$ cat src/rtl/fp_int2fp_pipe.sv
// -----------------------------------------------------------------------------
// fp_int2fp_pipe
//
// Converts an IN_WIDTH-bit integer to IEEE-754 binary16. Each transaction
// chooses whether the integer is signed or unsigned. The pipeline has three
// register stages:
//   S1  sign / magnitude
//   S2  leading-one detect and normalise, producing mantissa, guard and sticky
//   S3  round, pack, output register
// All stages share one advance enable. A stalled output therefore freezes the
// whole pipe. It accepts one input per cycle when it is not stalled.
//
// Parameters
//   IN_WIDTH   integer width, 2..32
//   ROUND_RNE  1 = round-to-nearest-even, 0 = truncate toward zero
//
// Ports
//   clk        rising-edge clock
//   rst_n      asynchronous active-low reset
//   in_valid   input word present
//   in_ready   block accepts input this cycle (combinational from out_ready)
//   in_int     integer operand
//   in_signed  1 = in_int is two's complement
//   out_valid  result present
//   out_ready  consumer takes the result this cycle
//   fp_out     binary16 result
//   inexact    result differs from the exact integer
//   overflow   magnitude not representable as a finite FP16 value
// -----------------------------------------------------------------------------
module fp_int2fp_pipe #(
   parameter int IN_WIDTH  = 16,
   parameter bit ROUND_RNE = 1'b1
) (
   input  logic                clk,
   input  logic                rst_n,
   input  logic                in_valid,
   output logic                in_ready,
   input  logic [IN_WIDTH-1:0] in_int,
   input  logic                in_signed,
   output logic                out_valid,
   input  logic                out_ready,
   output logic [15:0]         fp_out,
   output logic                inexact,
   output logic                overflow
);

   // The magnitude is padded with 12 zero bits so that the mantissa and guard
   // fields exist even for very narrow inputs.
   localparam int          EW      = IN_WIDTH + 12;
   localparam logic [5:0]  MSB_IDX = 6'(IN_WIDTH - 1);

   logic adv;

   // ---------------- S1: sign / magnitude ----------------
   logic                s1_valid_q;
   logic                s1_sign_q,  s1_sign_d;
   logic [IN_WIDTH-1:0] s1_mag_q,   s1_mag_d;

   // ---------------- S2: normalised fields ----------------
   logic                s2_valid_q;
   logic                s2_sign_q;
   logic                s2_zero_q,   s2_zero_d;
   logic [5:0]          s2_p_q,      s2_p_d;
   logic [9:0]          s2_mant_q,   s2_mant_d;
   logic                s2_guard_q,  s2_guard_d;
   logic                s2_sticky_q, s2_sticky_d;

   // ---------------- S3: outputs ----------------
   logic                out_valid_q;
   logic [15:0]         fp_out_q,   fp_out_d;
   logic                inexact_q,  inexact_d;
   logic                overflow_q, overflow_d;

   logic [5:0]          shamt;
   logic [EW-1:0]       norm;
   logic [6:0]          exp_raw;
   logic [6:0]          exp_rnd;
   logic                round_up;
   logic [10:0]         mant_sum;

   // The pipe advances whenever the output register is free or being drained.
   assign adv      = out_ready | ~out_valid_q;
   assign in_ready = adv;

   // Negating in IN_WIDTH bits maps -2^(IN_WIDTH-1) onto 2^(IN_WIDTH-1). That
   // value is exactly the unsigned magnitude, so the result never wraps.
   always_comb begin
      s1_sign_d = in_signed & in_int[IN_WIDTH-1];
      s1_mag_d  = s1_sign_d ? (~in_int + {{(IN_WIDTH-1){1'b0}}, 1'b1}) : in_int;
   end

   // Find the leading one, then shift it to the top of the padded vector.
   // After the shift, the top bit is set exactly when the magnitude is
   // nonzero.
   always_comb begin
      s2_p_d = 6'd0;
      for (int i = 0; i < IN_WIDTH; i++) begin
         if (s1_mag_q[i]) s2_p_d = 6'(i);
      end
      shamt       = MSB_IDX - s2_p_d;
      norm        = {s1_mag_q, 12'b0} << shamt;
      s2_zero_d   = ~norm[EW-1];
      s2_mant_d   = norm[EW-2 -: 10];
      s2_guard_d  = norm[EW-12];
      s2_sticky_d = |norm[EW-13:0];
   end

   // Round and pack.
   always_comb begin
      exp_raw    = {1'b0, s2_p_q} + 7'd15;
      round_up   = s2_guard_q & (s2_sticky_q | s2_mant_q[0]);
      mant_sum   = {1'b0, s2_mant_q} + {10'b0, round_up};
      // A mantissa carry-out leaves mant_sum[9:0] at zero, so only the
      // exponent needs to be adjusted.
      exp_rnd    = exp_raw + {6'b0, mant_sum[10]};
      fp_out_d   = 16'h0000;
      inexact_d  = 1'b0;
      overflow_d = 1'b0;
      if (!s2_zero_q) begin
         inexact_d = s2_guard_q | s2_sticky_q;
         if (ROUND_RNE) begin
            if (exp_rnd >= 7'd31) begin
               fp_out_d   = {s2_sign_q, 5'h1F, 10'h000};
               overflow_d = 1'b1;
               inexact_d  = 1'b1;
            end else begin
               fp_out_d = {s2_sign_q, exp_rnd[4:0], mant_sum[9:0]};
            end
         end else begin
            if (s2_p_q >= 6'd16) begin
               fp_out_d   = {s2_sign_q, 15'h7BFF};
               overflow_d = 1'b1;
               inexact_d  = 1'b1;
            end else begin
               fp_out_d = {s2_sign_q, exp_raw[4:0], s2_mant_q};
            end
         end
      end
   end

   always_ff @(posedge clk or negedge rst_n) begin
      if (!rst_n) begin
         s1_valid_q  <= 1'b0;
         s1_sign_q   <= 1'b0;
         s1_mag_q    <= '0;
         s2_valid_q  <= 1'b0;
         s2_sign_q   <= 1'b0;
         s2_zero_q   <= 1'b1;
         s2_p_q      <= 6'd0;
         s2_mant_q   <= 10'd0;
         s2_guard_q  <= 1'b0;
         s2_sticky_q <= 1'b0;
         out_valid_q <= 1'b0;
         fp_out_q    <= 16'h0000;
         inexact_q   <= 1'b0;
         overflow_q  <= 1'b0;
      end else if (adv) begin
         s1_valid_q  <= in_valid;
         s1_sign_q   <= s1_sign_d;
         s1_mag_q    <= s1_mag_d;
         s2_valid_q  <= s1_valid_q;
         s2_sign_q   <= s1_sign_q;
         s2_zero_q   <= s2_zero_d;
         s2_p_q      <= s2_p_d;
         s2_mant_q   <= s2_mant_d;
         s2_guard_q  <= s2_guard_d;
         s2_sticky_q <= s2_sticky_d;
         out_valid_q <= s2_valid_q;
         fp_out_q    <= fp_out_d;
         inexact_q   <= inexact_d;
         overflow_q  <= overflow_d;
      end
   end

   assign out_valid = out_valid_q;
   assign fp_out    = fp_out_q;
   assign inexact   = inexact_q;
   assign overflow  = overflow_q;

endmodule

$ cat config.mk
export PLATFORM = sky130hd
export DESIGN_NAME = fp_int2fp_pipe
export DESIGN_NICKNAME = d
export VERILOG_FILES = /design/src/rtl/fp_int2fp_pipe.sv
export SDC_FILE = /design/constraint.sdc
export NUM_CORES = 1
export LEC_CHECK = 0
export ABC_CLOCK_PERIOD_IN_PS = 7950
export BUFFER_PORTS_ARGS = -buffer_cell sky130_fd_sc_hd__buf_2
export CAP_MARGIN = 20
export CORE_MARGIN = 2
export CORE_UTILIZATION = 45
export DETAILED_ROUTE_END_ITERATION = 10
export HOLD_SLACK_MARGIN = 0.06
export SLEW_MARGIN = 5
export SYNTH_ARGS = -nofsm -noshare
export SYNTH_HDL_FRONTEND = slang
export SYNTH_SLANG_ARGS = --single-unit
$ cat constraint.sdc
create_clock -name clk -period 7.95 [get_ports clk]
set_clock_uncertainty 0.05 [all_clocks]
set_input_delay 0.3975 -clock clk [delete_from_list [all_inputs] [get_ports clk]]
set_output_delay 0.3975 -clock clk [all_outputs]
set_load 0.005 [all_outputs]
# Yosys cells after proc, flatten, opt, wreduce, memory -nomap -nowiden
# Cells that the tools add are included.
totals:
  regBits: 58
  elab_cells: 52
classes:
  bitwise: 8
  n_shift: 1
  n_lt_le_gt_ge: 1
  add_sub_neg: 5
  n_reduce_logical: 1
  muxes: 22
op_table:
  columns: ["operator", "count"]
  rows:
  - ["$mux W6", 14]
  - ["$mux W16", 2]
  - ["$shl A28 B6 Y28", 1]
  - ["$add A16 B1 Y16 const B", 1]
  - ["$not A16 Y16", 1]
  - ["$reduce_or A16 Y1", 1]
  - ["$mux W15", 1]
  - ["$add A10 B1 Y11", 1]
  - ["$add A6 B4 Y7 const B", 1]
  - ["$add A7 B1 Y7", 1]
  - ["$ge A7 B5 Y1 const B", 1]
  - ["$sub A4 B6 Y6 const A", 1]
  - ["$mux W1", 5]
  - ["$or A1 B1 Y1", 3]
  - ["$and A1 B1 Y1", 2]
  - ["$not A1 Y1", 2]

# Depth between registers and ports, before layout
# Gate-level depths: netlist of the first run.
depth:
  word_depth: 18
  mapped_depth: 15
  ltp_nobuf: 14

# Worst setup path before layout of the first run
# OpenSTA, ideal clock, no wires.
synth_path:
  path_kind: "register -> register"
  from: "reg s2_sticky_q"
  to: "reg fp_out_q[2], in the netlist fp_out[2]"
  t_required_ns: 7.767
  path_stages_with_launch: 16
  t_arrival_ns: 2.658
  path_slack_ns: 5.109
  path_cell_list: "dfrtp_1 -> o21a_1 -> ha_1 -> ha_1 -> nand3_1 -> nor2_1 -> and3_1 -> nand3_1 -> ha_1 -> ha_1 -> nor2b_1 -> a21oi_1 -> nor4_1 -> nand2b_1 -> clkbuf_1 -> o21ai_0"
synth_between:
  elab_chain_len: 7
synth_rtl:
  columns: ["item", "line_no", "source"]
  rows:
  - ["from (decl)", "66", "logic s2_sticky_q, s2_sticky_d;"]
  - ["from (signal assigned)", "167", "s2_sticky_q <= s2_sticky_d;"]
  - ["$or A1 B1 Y1 *", "111", "round_up = s2_guard_q & (s2_sticky_q | s2_mant_q[0]);"]
  - ["$and A1 B1 Y1 *", "111", null]
  - ["$add A10 B1 Y11 *", "112", "mant_sum = {1'b0, s2_mant_q} + {10'b0, round_up};"]
  - ["$add A7 B1 Y7", "115", "exp_rnd = exp_raw + {6'b0, mant_sum[10]};"]
  - ["$ge A7 B5 Y1", "122", "if (exp_rnd >= 7'd31) begin"]
  - ["$mux W15 *", "122", null]
  - ["$mux W16 *", "119", "if (!s2_zero_q) begin"]
  - ["to (signal assigned)", "169", "fp_out_q <= fp_out_d;"]
  - ["to (decl)", "70", "logic [15:0] fp_out_q, fp_out_d;"]
# Every way passes the cells marked *; elsewhere a longest branch is shown, timed or not.
# A chain may end at the register's enable or synchronous reset.

# Worst setup path in the final report of the first run
# Ends and elaborated chain as after synthesis.

==> results of run 1 <==
[layout make-up]
class	instances	area, sq um
Clock buffer	6	72.57
Inverter	12	45.04
Clock inverter	2	12.51
Tap cell	102	127.6
Fill cell	752	3794
Multi-Input combinational cell	330	1963
Sequential cell	56	1403
Timing Repair Buffer	44	230.2
[placed cells by master, fill, tap and decap left out, types with 8 or more instances in the layout]
| cell | synthesis | final |
|---|---|---|
| buf_2 | 9 | 40 |
| nor3_1 | 8 | 8 |
| nor2_1 | 52 | 52 |
| dfrtp_1 | 55 | 55 |
| o21ai_0 | 41 | 41 |
| a21oi_1 | 20 | 20 |
| nand2_1 | 67 | 67 |
| xnor2_1 | 13 | 13 |
| inv_1 | 12 | 12 |
| nand3_1 | 15 | 15 |
| mux2i_1 | 10 | 10 |
| o31ai_1 | 8 | 8 |
| xor2_1 | 9 | 9 |
[state kept, by name (all words and copies together), names as in the netlist]
register / cells
s2_valid_q: 1
s1_sign_q: 1
overflow: 1
fp_out: 16
s2_sticky_q: 1
s2_mant_q: 10
inexact: 1
out_valid: 1
s2_guard_q: 1
s1_valid_q: 1
s2_p_q: 4
s1_mag_q: 16
s2_sign_q: 1
s2_zero_q: 1
[worst reg2reg max path, cell delays in order (launching register included)]
cell and delay (ps):
dfrtp_1 410, o21a_1 190, ha_1 200, ha_1 220, nand3_1 120, nor2_1 80, and3_1 210, nand3_1 100
ha_1 180, ha_1 170, nor2b_1 190, a21oi_1 90, nor4_1 380, nand2b_1 340, o21ai_0 140
[power groups by stage]
stage	clock network (uW)	registers [uW]	logic, uW
2_1_floorplan	0	464	454
3_3_place_gp	0	517	560
3_5_place_dp	0	522	566
4_1_cts	160	516	569
5_1_grt	171	535	638
6_report	155	515	568
[stage by stage]
stage          setup slack (ps)  cells  instance area, sq um
2_1_floorplan              5109    426                  3531
3_3_place_gp               4874    544                  3769
3_5_place_dp               4776    544                  3769
4_1_cts                    4753    552                  3854
5_1_grt                    4484    552                  3854
6_report                   4779    552                  3854
[worst min-delay path by stage]
stage	from	end	slack, ps	depth (start not counted)
finish	rst_n	fp_out[10]	150	2
global route	rst_n	fp_out[10]	230	2
CTS	rst_n	fp_out[9]	190	2
detailed placement	s2_valid_q	s2_valid_q	400	2
global placement	s2_valid_q	s2_valid_q	390	2
floorplan	rst_n	fp_out[0]	50	0
[cells by family (layout without fill, tap and decap cells)]
family / after synthesis / in the layout / synth area share
buf+inv: 40 / 64 / 0.04890
simple gates: 178 / 178 / 0.2296
xor+xnor: 22 / 22 / 0.05457
compound gates: 112 / 112 / 0.2130
fa+ha+maj: 5 / 5 / 0.01772
mux: 13 / 13 / 0.03898
flops: 56 / 56 / 0.3972
[per-layer routing]
layer / wire (um) / vias up
li1: - / 1554
met1: 3691 / 1438
met2: 4070 / 81
met3: 347 / 20
met4: 196 / 0
met5: 0 / -
==> metrics.txt, run 1 <==
P&R area growth vs syn=9.143%; Site Rows=32; CP most frequent cell=ha_1; Routed Antenna Nets=0; Peak VDD IR=around 100 uV; sequential fraction of the synthesis area=0.3972; Design Power=1238 uW; switching share of power=0.4375; ys async rst share=1.000; final setup violation count=0; Final Util=0.5039; Critical path origin=s2_sticky_q; Worst path depth=14; worst r2r path cells=14; Clock transition at path regs=around 100 ps; CTS max path bufs=2; met2 usage=0.3504; Post-synth top cells=nand2_1, dfrtp_1, nor2_1; CTS tree=done; Ys Warns=0; Die Ht=around 93 um; Setup Fix Bufs, Post-CTS=0; post-synthesis cell count=426; DR iter-0 viols=about 220; htree depth=2; most numerous cell in the Yosys netlist=nand2_1; Vias per Instance=5.603; IO Port Bufs=40; CP required=~8100 ps; Skew-Pair Late Insertion Delay=~310 ps; clock power share=0.125; Antenna diodes=0; Post-synth EDFFs=0; fin crit share=0.3989; Synth area leader=dfrtp_1; DP Wirelength=approximately 6 mm; Internal Power=696.4 uW; final WL=8.305 mm; GRT Total Usage=0.2060; critical path peak fanout=10; Final Slew Violations=0; Avg Cell Area, Syn=a little over 8 sq um; Leak Pwr=0.001629 uW; antenna violations before repair=0; Post-Syn Area=0.003531 sq mm; CTS buffer count=5; R2R Setup Slk=approximately 4800 ps; core area=around 0.0076 sq mm; Synth Net Count=~450; fraction of final layout cells with drive strength greater than 1=0.1444; Distinct cells, synth=58; Initial Util=0.4617; Critical Path Max Stage Delay=roughly 410 ps; worst hold path class=primary input to async pin; met3 Usage GRT=0.03011; P per Cell Area=321.2 mW/mm^2; Gate power share=0.459; hold buffer count at CTS=0; Fin. Hold Viols=0; worst path buffer plus inverter count=0; Area contributors post-synth=dfrtp_1, nand2_1, o21ai_0; Initial DRT Pass Iterations=4; Most Used Layer, Global Route=met2; crit path kind=register to register; largest net degree at the start of global routing=74; first-pass GRT wire length=14.36 mm; drt drc=0; cts repair resizes=0; CTS Sinks=56; CP Cell Sequence=o21a_1 -> ha_1 -> ha_1 -> nand3_1 -> nor2_1 -> and3_1 -> nand3_1 -> ha_1 -> ha_1 -> nor2b_1 -> a21oi_1 -> nor4_1 -> nand2b_1 -> o21ai_0; GRT overflow=0; RR Endpoint=fp_out[2]; Tmin final=between 3000 and 4000 ps; reg2reg start=s2_sticky_q; Relative slew margins=0.4911; RSZ-0062 raised after global routing=false; delay-heaviest family, CP=simple AND/OR/NAND/NOR gates; Reg power frac=0.416; Hold Slack=roughly 150 ps; Arrival @ worst endpoint=~3300 ps; Boundary Pins=41; Layout Nets=475; clk root buf=clkbuf_8; Die ar.=~0.0086 sq mm; DR vias=just over 3000; wire length per cell after detailed routing=15.05 um; area share of the largest cell type after synthesis=0.3898; vias in the first global route=3033; CP Capture Point=fp_out[2]; Worst setup EP type=register; net switching power=between 500 and 600 uW; Top FF cell, synth=dfrtp_1; Fmax=~320 MHz; setup TNS=0 ps; MaxCap Viol Count=0; Die Width=slightly above 90 um; Yosys reg bits=56; Slowest cell on crit path=dfrtp_1; measured slew at the worst slew-check pin=between 700 and 800 ps; CP Launch Type=register; M1 GR Usage=0.2655; gp weighted congestion=0.8782; status=completed
Note: power is estimated with default switching activity, not from simulation.
==> inputs of run 2 (changes only) <==
--- a/config.mk
+++ b/config.mk
@@ -5,13 +5,15 @@
 export SDC_FILE = /design/constraint.sdc
 export NUM_CORES = 1
 export LEC_CHECK = 0
-export ABC_CLOCK_PERIOD_IN_PS = 7950
+export ABC_AREA = 1
+export ABC_CLOCK_PERIOD_IN_PS = 2800
 export BUFFER_PORTS_ARGS = -buffer_cell sky130_fd_sc_hd__buf_2
 export CAP_MARGIN = 20
 export CORE_MARGIN = 2
 export CORE_UTILIZATION = 45
 export DETAILED_ROUTE_END_ITERATION = 10
 export HOLD_SLACK_MARGIN = 0.06
+export PLACE_DENSITY = 0.67
 export SLEW_MARGIN = 5
 export SYNTH_ARGS = -nofsm -noshare
 export SYNTH_HDL_FRONTEND = slang
==> constraint.sdc (replaced) <==
create_clock -name clk -period 2.8 [get_ports clk]
set_clock_uncertainty 0.05 [all_clocks]
set_input_delay 0.14 -clock clk [delete_from_list [all_inputs] [get_ports clk]]
set_output_delay 0.14 -clock clk [all_outputs]
set_load 0.005 [all_outputs]
==> run 2 against run 1 <==
Net effect: sequential power rose to 2.6 times the previous value; register-to-register slack worse by 4700 ps; synthesized cell count up 4.0%; wire length down 11%; critical path type unchanged; global-route usage down 1.3 points.
==> metrics.txt, run 2 <==
status=completed; Avg Cell Area, Syn=7.716 sq um; MaxCap Viol Count=0; area share of the largest cell type after synthesis=0.4026; CP required=approximately 3000 ps; fraction of final layout cells with drive strength greater than 1=0.2033; Tmin final=2699 ps; crit path kind=register to register; final setup violation count=0; most numerous cell in the Yosys netlist=nand2_1; Peak VDD IR=between 300 and 400 uV; Die Ht=slightly above 90 um; drt drc=0; Die Width=~90 um; worst setup margin=between 100 and 150 ps; vias in the first global route=between 2000 and 3000; Post-synth top cells=nand2_1, nand3_1, dfrtp_1; CTS max path bufs=2; clk root buf=clkbuf_8; Antenna diodes=0; CTS tree=done; post-synthesis cell count=443; Distinct cells, synth=37; Site Rows=31; Synth Net Count=approximately 470; Initial DRT Pass Iterations=6; Final Slew Violations=0; pre-CTS setup slack=-120.0 ps; Worst setup EP type=register; Setup Fix Bufs, Post-CTS=0; Ys Warns=0; Clock transition at path regs=approximately 100 ps; first-pass GRT wire length=approximately 13 mm; fin crit share=0.9638; ys async rst share=1.000; GRT Total Usage=0.1929; Yosys reg bits=between 50 and 60; CTS buffer count=5; Synth area leader=dfrtp_1; P&R area growth vs syn=15.85%; Fmax=approximately 370 MHz; Hold Slack=~66 ps; Arrival @ worst endpoint=between 2000 and 3000 ps; commonest cells after routing, fill and taps aside=nand2_1, nand3_1, dfrtp_1; final WL=around 7.4 mm; Final Util=0.5431; worst hold path class=primary input to register; commonest non-fill, non-tap cell in the layout=nand2_1; antenna violations before repair=0; Die ar.=between 0.008 and 0.009 sq mm; largest net degree at the start of global routing=between 40 and 50; gp weighted congestion=roughly 0.89; Post-Syn Area=about 0.0034 sq mm; Skew-Pair Late Insertion Delay=320 ps; htree depth=2; IO Port Bufs=40; Relative slew margins=0.5323; Boundary Pins=just over 40; Vias per Instance=around 5.1; CP Launch Type=register; wire length per cell after detailed routing=12.53 um; core area=about 0.0073 sq mm; Post-synth EDFFs=0; Initial Util=0.4688; Top FF cell, synth=dfrtp_1; Layout Nets=517; DP Wirelength=about 5.6 mm; Fin. Hold Viols=0; Leak Pwr=0.001907 uW; DR iter-0 viols=90; critical path peak fanout=3; CTS Sinks=56; sequential fraction of the synthesis area=0.4103; Routed Antenna Nets=0; GRT overflow=0; P per Cell Area=approximately 1000 mW/mm^2; Area contributors post-synth=dfrtp_1, nand2_1, nand3_1; DR vias=between 3000 and 4000; measured slew at the worst slew-check pin=700.8 ps
[run 2: cell types whose count changed in the layout (fill, tap and decap cells not counted), moves of 6 or more]
cell      previous run  this run
xnor2_1             13         6
nand3_2              0         6
a21oi_1             20        10
nor2b_1              6         0
a31oi_1              6         0
nand3_1             15        68
nand2b_1             7         0
nand2_2              0         9
inv_1               12        50
o21ai_0             41        35
buf_4                4        12
nand2_1             67       100
nor2_1              52        21
mux2i_1             10         0
[run 2: final timing paths]
path | from | to | slack (ps) | cells past startpoint
min reg2reg | s2_valid_q | out_valid | 410 | 2
min | out_ready | s2_zero_q | 70 | 4
max | s2_mant_q[0] | fp_out[1] | 100 | 14
min in group asynchronous | rst_n | overflow | 160 | 2
max reg2reg | s2_mant_q[0] | fp_out[1] | 100 | 14
max in group asynchronous | rst_n | s1_mag_q[7] | 1700 | 3
[run 2: per-layer routing]
metal  up-vias  global-route usage  routed length [um]
met3        15             0.03320                 287
met5         -                   0                   0
li1       1569                   -                   -
met4         0             0.06566                 136
met1      1381              0.2375                3296
met2        68              0.3407                3686
[run 2: worst max-delay path, stage by stage (launching register included)]
cell	delay [ps]
dfrtp_1	400
nor2_1	60
nor2_1	110
ha_2	190
ha_2	180
and3_4	180
nand2_1	70
nor2_2	110
nand2_1	90
ha_2	180
ha_2	190
xnor2_2	160
nor4_4	260
nand2_2	130
a32o_1	240
[run 2: repair_timing]
item                                    CTS  global route
endpoints found under the hold margin    14             0
hold buffers                              3             0
resized for setup                         3            13
cloned                                    0             0
pin swaps                                 1             2
endpoints found under the setup margin   10            10
[run 2: cell families (layout without fill, tap and decap cells)]
kind of cell,after synthesis,after routing,share of synthesized area
fa+ha+maj,5,5,0.01830
compound gates,69,69,0.1270
simple gates,228,228,0.3119
flops,56,56,0.4103
buf+inv,67,116,0.08638
xor+xnor,18,18,0.04612
[run 2: report_power, final]
group / switching [uW] / internal, uW / leakage, uW / total (uW)
clock: 267 / 293 / 0.0000614 / 559
combinational: 1230 / 764 / 0.00118 / 2000
sequential: 210 / 1130 / 0.000670 / 1340
[run 2: final cells by class]
type	instances	area, sq um
clock buffers	6	82.58
repair buffers	55	320.3
inverters	53	198.9
fillers	743	3332
well taps	99	123.9
flip-flops and latches	56	1403
multi-input cells	320	1793
clock inverters	2	38.79
[run 2: per-stage QoR]
step                      total power [uW]  area, sq um  setup TNS, ps  instances
after floorplan                       2717         3418              0        443
after global placement                3196         3744              0        580
after detailed placement              3240         3744         -737.3        580
after CTS                             3837         3910              0        591
after global routing                  4263         3960         -113.0        591
final                                 3896         3960              0        591
==> inputs of run 3 (changes only) <==
--- a/config.mk
+++ b/config.mk
@@ -5,7 +5,6 @@
 export SDC_FILE = /design/constraint.sdc
 export NUM_CORES = 1
 export LEC_CHECK = 0
-export ABC_AREA = 1
 export ABC_CLOCK_PERIOD_IN_PS = 2800
 export BUFFER_PORTS_ARGS = -buffer_cell sky130_fd_sc_hd__buf_2
 export CAP_MARGIN = 20
==> run 3 against run 2 <==
Net effect: clock power fell by 16%; first-iteration DRC count rose by 110%; non-clock buffer count grew 18; global-route usage grew 1.9 points; total power grew 0.54%; hold slack got worse by 3.3 ps; setup slack got worse by 16 ps; critical endpoint is now inexact; highest routed layer unchanged; largest cell class unchanged.
==> metrics.txt, run 3 (synthesis results as in run 1) <==
Site Rows=32; IO Port Bufs=40; reg2reg start=s2_mant_q[0]; commonest cells after routing, fill and taps aside=nand2_1, dfrtp_1, nor2_1; delay-heaviest family, CP=simple AND/OR/NAND/NOR gates; largest net degree at the start of global routing=33; Vias per Instance=5.599; worst hold path class=primary input to register; wire length per cell after detailed routing=15.01 um; Finished Cell Area=0.004190 sq mm; CTS buffer count=5; Leak Pwr=~0.0018 uW; final WL=about 8.7 mm; crit path kind=register to register; DP Wirelength=6.519 mm; Die Ht=92.58 um; P per Cell Area=934.8 mW/mm^2; htree depth=2; Relative slew margins=0.4937; CP most frequent cell=ha_4; Routed Antenna Nets=0; Fmax=368.3 MHz; placed cell area=0.003940 sq mm; Clock transition at path regs=100 ps; Final Slew Violations=0; clk root buf=clkbuf_8; measured slew at the worst slew-check pin=~750 ps; CTS Sinks=56; vias in the first global route=3110; GRT overflow=0; Boundary Pins=~40; gp weighted congestion=just over 0.9; number of fill cells=approximately 730; GRT Total Usage=0.2119; Hold Startpoint=in_int[4]; Initial Util=0.4617; Internal Power=about 2300 uW; final setup violation count=0; Reg power frac=0.367; CTS max path bufs=2; net switching power=roughly 1700 uW; Tmin final=roughly 2700 ps; Worst setup EP type=register; MaxCap Viol Count=0; Critical path origin=s2_mant_q[0]; CTS tree=done; Initial DRT Pass Iterations=5; status=completed; Die ar.=0.008571 sq mm; antenna violations before repair=0; Hold Slack=62.28 ps; Skew-Pair Late Insertion Delay=approximately 320 ps; Final Util=0.5479; first-pass GRT wire length=14.72 mm; clock power share=0.120; Critical Path Max Stage Delay=approximately 410 ps; DR iter-0 viols=~190; Slowest cell on crit path=dfrtp_1; fin crit share=0.9696; P&R area growth vs syn=18.67%; worst path buffer plus inverter count=1; Arrival @ worst endpoint=2890 ps; DR vias=3253; switching share of power=0.4244; Die Width=~90 um; Fin. Hold Viols=0; critical path peak fanout=3; Gate power share=0.513; fraction of final layout cells with drive strength greater than 1=0.2192; CP required=roughly 3000 ps; CP Cell Sequence=o21a_1 -> ha_4 -> ha_4 -> nand3_2 -> nor2_2 -> and3_4 -> nand3_2 -> ha_4 -> ha_4 -> nor2b_4 -> a21oi_2 -> nor4_2 -> buf_4 -> nor3_2 -> o31ai_1; Antenna diodes=0; Peak VDD IR=294.2 uV; drt drc=0; CP Launch Type=register; commonest non-fill, non-tap cell in the layout=nand2_1; core area=~0.0076 sq mm; Layout Nets=slightly above 500
## run 3: worst reg2reg max path: stages (launching register included)
cell     delay [ps]
dfrtp_1         410
o21a_1          220
ha_4            180
ha_4            160
nand3_2          80
nor2_2           40
and3_4          170
nand3_2          90
ha_4            150
ha_4            150
nor2b_4         150
a21oi_2          60
nor4_2          270
buf_4           170
nor3_2           30
o31ai_1         220
## run 3: repair_timing
action                                 in CTS  in global routing
resized for setup                           1                 24
pin swaps                                   0                  9
setup buffers                               0                  3
setup endpoints to repair                   8                 13
endpoints found under the hold margin      19                  0
hold buffers                                3                  0
## run 3: path summary, 6_finish.rpt
kind                               end  slack (ps)  cells after the start
min                        s1_mag_q[4]          60                      3
max in group asynchronous    s2_zero_q        1860                      3
max reg2reg                    inexact          90                     15
min reg2reg                 s2_valid_q         420                      2
min in group asynchronous   fp_out[14]         220                      2
max                            inexact          90                     15
## run 3: power groups by stage
| stage | sequential [uW] | clock [uW] | combinational [uW] |
|---|---|---|---|
| 2_1_floorplan | 1320 | 0 | 1300 |
| 3_3_place_gp | 1420 | 0 | 1800 |
| 3_5_place_dp | 1440 | 0 | 1820 |
| 4_1_cts | 1420 | 478 | 1840 |
| 5_1_grt | 1480 | 509 | 2240 |
| 6_report | 1440 | 471 | 2010 |
## run 3: cell type report
class | count | area (sq um) | area share
clock buffers | 7 | 86.33 | 0.02060
clock inverters | 1 | 7.507 | 0.001792
inverters | 12 | 45.04 | 0.01075
multi-input cells | 330 | 2068 | 0.4936
well taps | 102 | 127.6 | 0.03046
flip-flops and latches | 56 | 1403 | 0.3347
repair buffers | 73 | 452.9 | 0.1081
## run 3: stage by stage
step / instances / total power [uW] / setup slack, ps / TNS [ps]
after floorplan: 426 / 2617 / 37.62 / 0
after global placement: 566 / 3225 / 58.62 / 0
after detailed placement: 566 / 3257 / -4.174 / -4.460
after CTS: 577 / 3740 / 56.70 / 0
after global routing: 581 / 4227 / -45.82 / -45.82
final: 581 / 3917 / 85.04 / 0
## run 3: per-layer routing
metal | vias to the layer above | routed length, um | global-route usage
li1 | 1601 | - | -
met1 | 1543 | 3752 | 0.2603
met2 | 88 | 4410 | 0.3790
met3 | 21 | 341 | 0.03092
met4 | 0 | 219 | 0.07214
met5 | - | 0 | 0
